--- src/rtl/decoder_pkg.sv ---
`default_nettype none
// ============================================================================
// Module      : decoder_pkg
// Description : Shared constants and helpers for the registered binary-to-
//               one-hot decoder. Provides the default select width, the
//               output-width derivation (2**w) and the all-inactive output
//               pattern for either polarity.
// Ports       : none (package)
// Revision    : 1.0 - initial release
// ============================================================================
package decoder_pkg;

    // Reference build select width.
    localparam int DEFAULT_IN_W = 3;

    // Widest supported output; the inactive helper is built at this width
    // and sliced down by the user.
    localparam int MAX_OUT_W = 64;

    // Output width is fully determined by the select width.
    function automatic int out_width(input int w);
        return 1 << w;
    endfunction

    // Pattern driven when nothing is selected: all zeros for active-high
    // outputs, all ones for active-low outputs.
    function automatic logic [MAX_OUT_W-1:0] all_inactive(input int active_low);
        return (active_low != 0) ? {MAX_OUT_W{1'b1}} : {MAX_OUT_W{1'b0}};
    endfunction

endpackage : decoder_pkg
`default_nettype wire

--- src/rtl/decoder_onehot.sv ---
`default_nettype none
// ============================================================================
// Module      : decoder_onehot
// Description : Purely combinational binary-to-one-hot decoder. Bit k of the
//               output is set exactly when the select equals k.
// Ports       : sel    [IN_W-1:0]  in  - binary select, MSB first
//               onehot [OUT_W-1:0] out - one-hot decode of sel
// Revision    : 1.0 - initial release
// ============================================================================
module decoder_onehot
    import decoder_pkg::*;
#(
    parameter int IN_W  = DEFAULT_IN_W,
    parameter int OUT_W = out_width(IN_W)
) (
    input  logic [IN_W-1:0]  sel,
    output logic [OUT_W-1:0] onehot
);

    always_comb begin
        onehot = '0;
        for (int k = 0; k < OUT_W; k++) begin
            onehot[k] = (sel == IN_W'(k));
        end
    end

endmodule : decoder_onehot
`default_nettype wire

--- src/rtl/decoder_3to8.sv ---
`default_nettype none
// ============================================================================
// Module      : decoder_3to8
// Description : Registered binary-to-one-hot select decoder. The select is
//               decoded combinationally, optionally inverted for active-low
//               fan-out, and registered together with a valid strobe. When
//               en is low the output returns to the all-inactive pattern
//               (the previous decode is deliberately not held).
// Ports       : clk           in  - rising-edge clock
//               rst           in  - asynchronous active-high reset
//               en            in  - decode enable, sampled on clk
//               I [IN_W-1:0]  in  - binary select, I[IN_W-1] is the MSB
//               O [OUT_W-1:0] out - registered one-hot (or one-cold) decode
//               valid         out - high when O holds a decode of a sampled I
// Revision    : 1.0 - initial release
// ============================================================================
module decoder_3to8
    import decoder_pkg::*;
#(
    parameter int IN_W       = DEFAULT_IN_W,
    parameter int ACTIVE_LOW = 0
) (
    input  logic                      clk,
    input  logic                      rst,
    input  logic                      en,
    input  logic [IN_W-1:0]           I,
    output logic [out_width(IN_W)-1:0] O,
    output logic                      valid
);

    localparam int OUT_W = out_width(IN_W);

    localparam logic [MAX_OUT_W-1:0] INACTIVE_FULL = all_inactive(ACTIVE_LOW);
    localparam logic [OUT_W-1:0]     INACTIVE      = INACTIVE_FULL[OUT_W-1:0];

    logic [OUT_W-1:0] onehot;
    logic [OUT_W-1:0] out_d;
    logic [OUT_W-1:0] out_q;
    logic             valid_d;
    logic             valid_q;

    decoder_onehot #(
        .IN_W  (IN_W),
        .OUT_W (OUT_W)
    ) u_onehot (
        .sel    (I),
        .onehot (onehot)
    );

    // Next-state: a disabled cycle forces the idle pattern so that
    // downstream selects never see a stale decode.
    always_comb begin
        out_d   = INACTIVE;
        valid_d = 1'b0;
        if (en) begin
            out_d   = (ACTIVE_LOW != 0) ? ~onehot : onehot;
            valid_d = 1'b1;
        end
    end

    always_ff @(posedge clk or posedge rst) begin
        if (rst) begin
            out_q   <= INACTIVE;
            valid_q <= 1'b0;
        end else begin
            out_q   <= out_d;
            valid_q <= valid_d;
        end
    end

    assign O     = out_q;
    assign valid = valid_q;

    // Active bits are found by XOR with the idle pattern, which makes both
    // checks polarity-independent.
    a_onehot_or_idle : assert property (
        @(posedge clk) disable iff (rst) $onehot0(out_q ^ INACTIVE)
    );

    a_valid_consistent : assert property (
        @(posedge clk) disable iff (rst) (valid_q == (out_q != INACTIVE))
    );

endmodule : decoder_3to8
`default_nettype wire

--- config.mk ---
export PLATFORM = sky130hd
export DESIGN_NAME = decoder_3to8
export DESIGN_NICKNAME = d
export VERILOG_FILES = /design/src/rtl/decoder_pkg.sv /design/src/rtl/decoder_onehot.sv /design/src/rtl/decoder_3to8.sv
export SDC_FILE = /design/constraint.sdc
export NUM_CORES = 1
export LEC_CHECK = 0
export CORE_AREA = 2 2 39 41
export CTS_BUF_LIST = sky130_fd_sc_hd__clkbuf_8
export DETAILED_ROUTE_END_ITERATION = 6
export DIE_AREA = 0 0 41 43
export HOLD_SLACK_MARGIN = 0.02
export PLACE_DENSITY_LB_ADDON = 0.15
export SYNTH_ARGS = -nofsm -noshare
export SYNTH_HDL_FRONTEND = slang
export SYNTH_SLANG_ARGS = --single-unit
--- constraint.sdc ---
create_clock -name clk -period 0.8 [get_ports clk]
set_input_delay 0.16 -clock clk [delete_from_list [all_inputs] [get_ports clk]]
set_output_delay 0.16 -clock clk [all_outputs]
set_load 0.05 [all_outputs]
-- Yosys cells after proc, flatten, opt, wreduce, memory -nomap -nowiden
Index checks and enable logic that the tools add are counted.
- flip-flop bits (word level): 9
- bits in latches: 0
- RAM bits: 0
- ROM bits: 0
- input port bits: 6
- output and inout bits: 9
- logic and storage cells: 12
- memories kept: 0
- add/subtract/negate cells: 0
- $mul: 0
- divide/modulo/power cells: 0
- magnitude comparators: 0
- equal/unequal tests: 7
- shift-type cells: 0
- mux-type cells: 2
- bitwise logic cells: 0
- reductions and logical operators: 1
- operator list (operator ; count):
    3-bit == test, second input constant ; 4
    8-bit 2-to-1 mux ; 1
    3-bit by 2-bit == test with 1-bit output, second input constant ; 2
    3-bit by 1-bit == test with 1-bit output, second input constant ; 1
    3-bit zero test ; 1
    1-bit 2-to-1 mux ; 1

-- Logic depth before layout (Yosys ltp)
- word-level depth: 2
- gate-level depth with buffers: 1

-- By module
A second synthesis with hierarchy kept.
- cell total of the unflattened synthesis: 26
- area total of the unflattened synthesis: 344.1 sq um
- modules (own cells, without submodules) (module ; times used ; cells each ; area an instance (sq um) ; sequential area each (sq um)):
    decoder_3to8 ; 1 ; 18 ; 279.0 ; 225.2
    decoder_onehot ; 1 ; 8 ; 65.1 ; 0.0

-- Worst setup path before layout
No wires, ideal clock.
- path kind: register to output
- from: reg out_q[0], in the netlist O[0]
- to: out O[0]
- arrival: 0.586 ns
- required time: 0.640 ns
- setup slack: 0.054 ns
- cell stages (with the launch flop): 1
- path buffers: 0
- cells stage by stage: dfrtp_1
- RTL lines (item ; RTL line ; text):
    start, declared ; decoder_3to8.sv:38 ; logic [OUT_W-1:0] out_q;
    start signal, assigned ; decoder_3to8.sv:66 ; out_q <= out_d;
    end, declared ; decoder_3to8.sv:27 ; output logic [out_width(IN_W)-1:0] O,
No word-level cell between the ends.

-- Worst setup path after layout
- from: reg out_q[2], in the netlist O[2]
- to: out O[2]
No word-level cell between the ends.

==> results.json <==
{
  "yosysTopAreaCell": "dfrtp_1",
  "dieArea_um2": 1760,
  "max_stage_delay_ns": 0.40,
  "crit_buf_inv": 1,
  "violations": "setup timing",
  "worst_pin_slew_ns": 0.322,
  "slew_viol_final": 0,
  "ys_types": 6,
  "power.internal_mw": 0.888,
  "p_sw_mw": 0.262,
  "layout_common_cells": "9 x dfrtp_1, 9 x buf_12, 4 x dlygate4sd2_1",
  "cellPowerDensity_nw_per_um2": 1840,
  "p_clk_frac": 0.442,
  "seq_area_um2": 225,
  "grtUsageMet1": 0.101,
  "drcViolationCount": 0,
  "relSlewSlack": 0.785,
  "synth-compound-area-share": 0,
  "cp-end-kind": "primary output",
  "chipHeight_um": 43,
  "yosys.area_share.adder": 0,
  "grt_first_pass_wirelength_um": 1070,
  "track_usage": 0.0957,
  "ys_seq_area_frac": 0.692,
  "timing_worst_setup_path_type": "reg2out",
  "power_mw": 1.15,
  "clk_path_buf_depth": 2,
  "ant_nets": 0,
  "crit_path_max_fanout": 1,
  "first_global_vias": 248,
  "worstSetupStartpointType": "flop",
  "rsz0062_at_grt": "true",
  "drive_gt1_frac": 0.595,
  "rows": 14,
  "yosysWarnings": 0,
  "cts_buffers": 3,
  "grt_busiest_layer": "met2",
  "muxShareOfSynthArea": 0,
  "netlist_area_um2": 325,
  "cts.sinks": 9,
  "initial_core_util": 0.235,
  "synth_top_family_by_area": "simple AND/OR/NAND/NOR gates",
  "synth_xor_area_frac": 0,
  "swShare": 0.228,
  "critPathRequiredTime_ns": 0.64,
  "p_seq_frac": 0.418,
  "antenna_cells": 0,
  "synth.area.top_cells": "dfrtp_1 69%, and4bb_2 12%, and4b_2 10%",
  "io_pins": 15,
  "num_vias": 231,
  "use_met2": 0.144,
  "cts_tree": "done",
  "syn_area_per_cell_um2": 18.1,
  "status": "complete, but fails checks",
  "gp_congestion": 0.678,
  "fmax_mhz": 1060,
  "vdd_drop_max_mv": 1.09,
  "p_comb_frac": 0.140,
  "setup_violations": 9,
  "synth-simple-area-share": 0.296,
  "core_area_um2": 1380,
  "finalCritPeriodShare": 1.18,
  "drtIter0Drc": 2,
  "overflow": 0,
  "dp_slack_ns": -0.355,
  "die_x_um": 41,
  "crit_path_top_delay_cell": "dfrtp_1",
  "nNetsFinal": 44,
  "synth_top_area_frac": 0.692,
  "synth-seq-cells": 9,
  "arrival_ns": 0.79,
  "wire_per_inst_um": 11.6,
  "cap_viol_max_count": 0,
  "grt_use_met3": 0.0314,
  "p_leak_nw": 0.291,
  "dr.pass1.iters": 2,
  "vias_per_cell": 4.36,
  "syn_inst": 18,
  "port_buffers": 14,
  "hold_path.class": "in2async",
  "num-fill-cells": 120,
  "crit_chain": "buf_12",
  "finalWirelength_um": 616,
  "antenna_found_initial": 0,
  "setup_ws_ns": -0.147,
  "min_period_ns": 0.947,
  "clk_pin_slew_ns": 0.04,
  "grt_start_max_net_pins": 10,
  "cts_root_buf": "clkbuf_8",
  "syn_to_final_growth_pct": 91.9,
  "hold_viol_final": 0,
  "syn_nets": 24,
  "path_delay_family": "flip-flops",
  "multi_input_area_um2": 96.3,
  "htreeDepth": 1
}
==> synthesized netlist by cell type <==
cell / count
nor4b_2: 1
and4b_2: 3
dfrtp_1: 9
inv_1: 1
and4_2: 1
and4bb_2: 3
==> flip-flops by register name (all words and copies together) (netlist names) <==
| register | count |
|---|---|
| valid | 1 |
| O | 8 |
==> power groups by stage <==
stage          clock network [mW]  registers [mW]  logic (mW)
3_3_place_gp                    0           0.487       0.168
5_1_grt                     0.553           0.481       0.172
3_5_place_dp                    0           0.488       0.171
4_1_cts                     0.523           0.481       0.164
2_1_floorplan                   0           0.527      0.0227
6_report                    0.508           0.481       0.162
==> stage by stage <==
step	hold slack [ns]	TNS [ns]	instance area (um^2)	utilization	std cells
after floorplan	-0.0121	0	325	-	18
after global placement	0.440	-2.47	583	0.421	49
after detailed placement	0.438	-2.85	583	0.421	49
after CTS	0.203	-1.25	624	0.451	53
after global routing	0.227	-1.37	624	0.451	53
final	0.193	-1.18	624	0.451	53
==> metal layers <==
| layer | vias up | share of wire |
|---|---|---|
| met3 | 0 | 0.083 |
| met2 | 11 | 0.56 |
| met5 | - | 0 |
| li1 | 107 | - |
| met4 | 0 | 0 |
| met1 | 113 | 0.35 |
==> worst max-delay path by stage <==
stage	slack, ns	depth (start not counted)	to	start
3_3_place_gp	-0.31	2	O[1]	I[2]
5_1_grt	-0.17	1	O[2]	O[2]
3_5_place_dp	-0.36	2	O[4]	I[0]
2_1_floorplan	0.05	0	O[0]	O[0]
6_report	-0.15	1	O[2]	O[2]
4_1_cts	-0.15	1	O[2]	O[2]
==> area by class of cell <==
class                      count  area share
inverter                       1     0.00601
tap                           16      0.0321
timing repair buffer          15       0.373
clock buffer                   3      0.0661
clock inverter                 1     0.00802
sequential                     9       0.361
multi-input combinational      8       0.154
==> repair_timing <==
action / 4_1_cts / 5_1_grt
endpoints found under the hold margin: 0 / 0
setup endpoints to repair: 17 / 9
setup buffers: 0 / 0
hold buffers: 0 / 0
resized for setup: 4 / 0
==> logic make-up (layout without fill, tap and decap cells) <==
| family | Yosys count | in the layout |
|---|---|---|
| simple gates | 8 | 8 |
| buf+inv | 1 | 20 |
| flops | 9 | 9 |
Note: power is estimated with default switching activity, not from simulation.
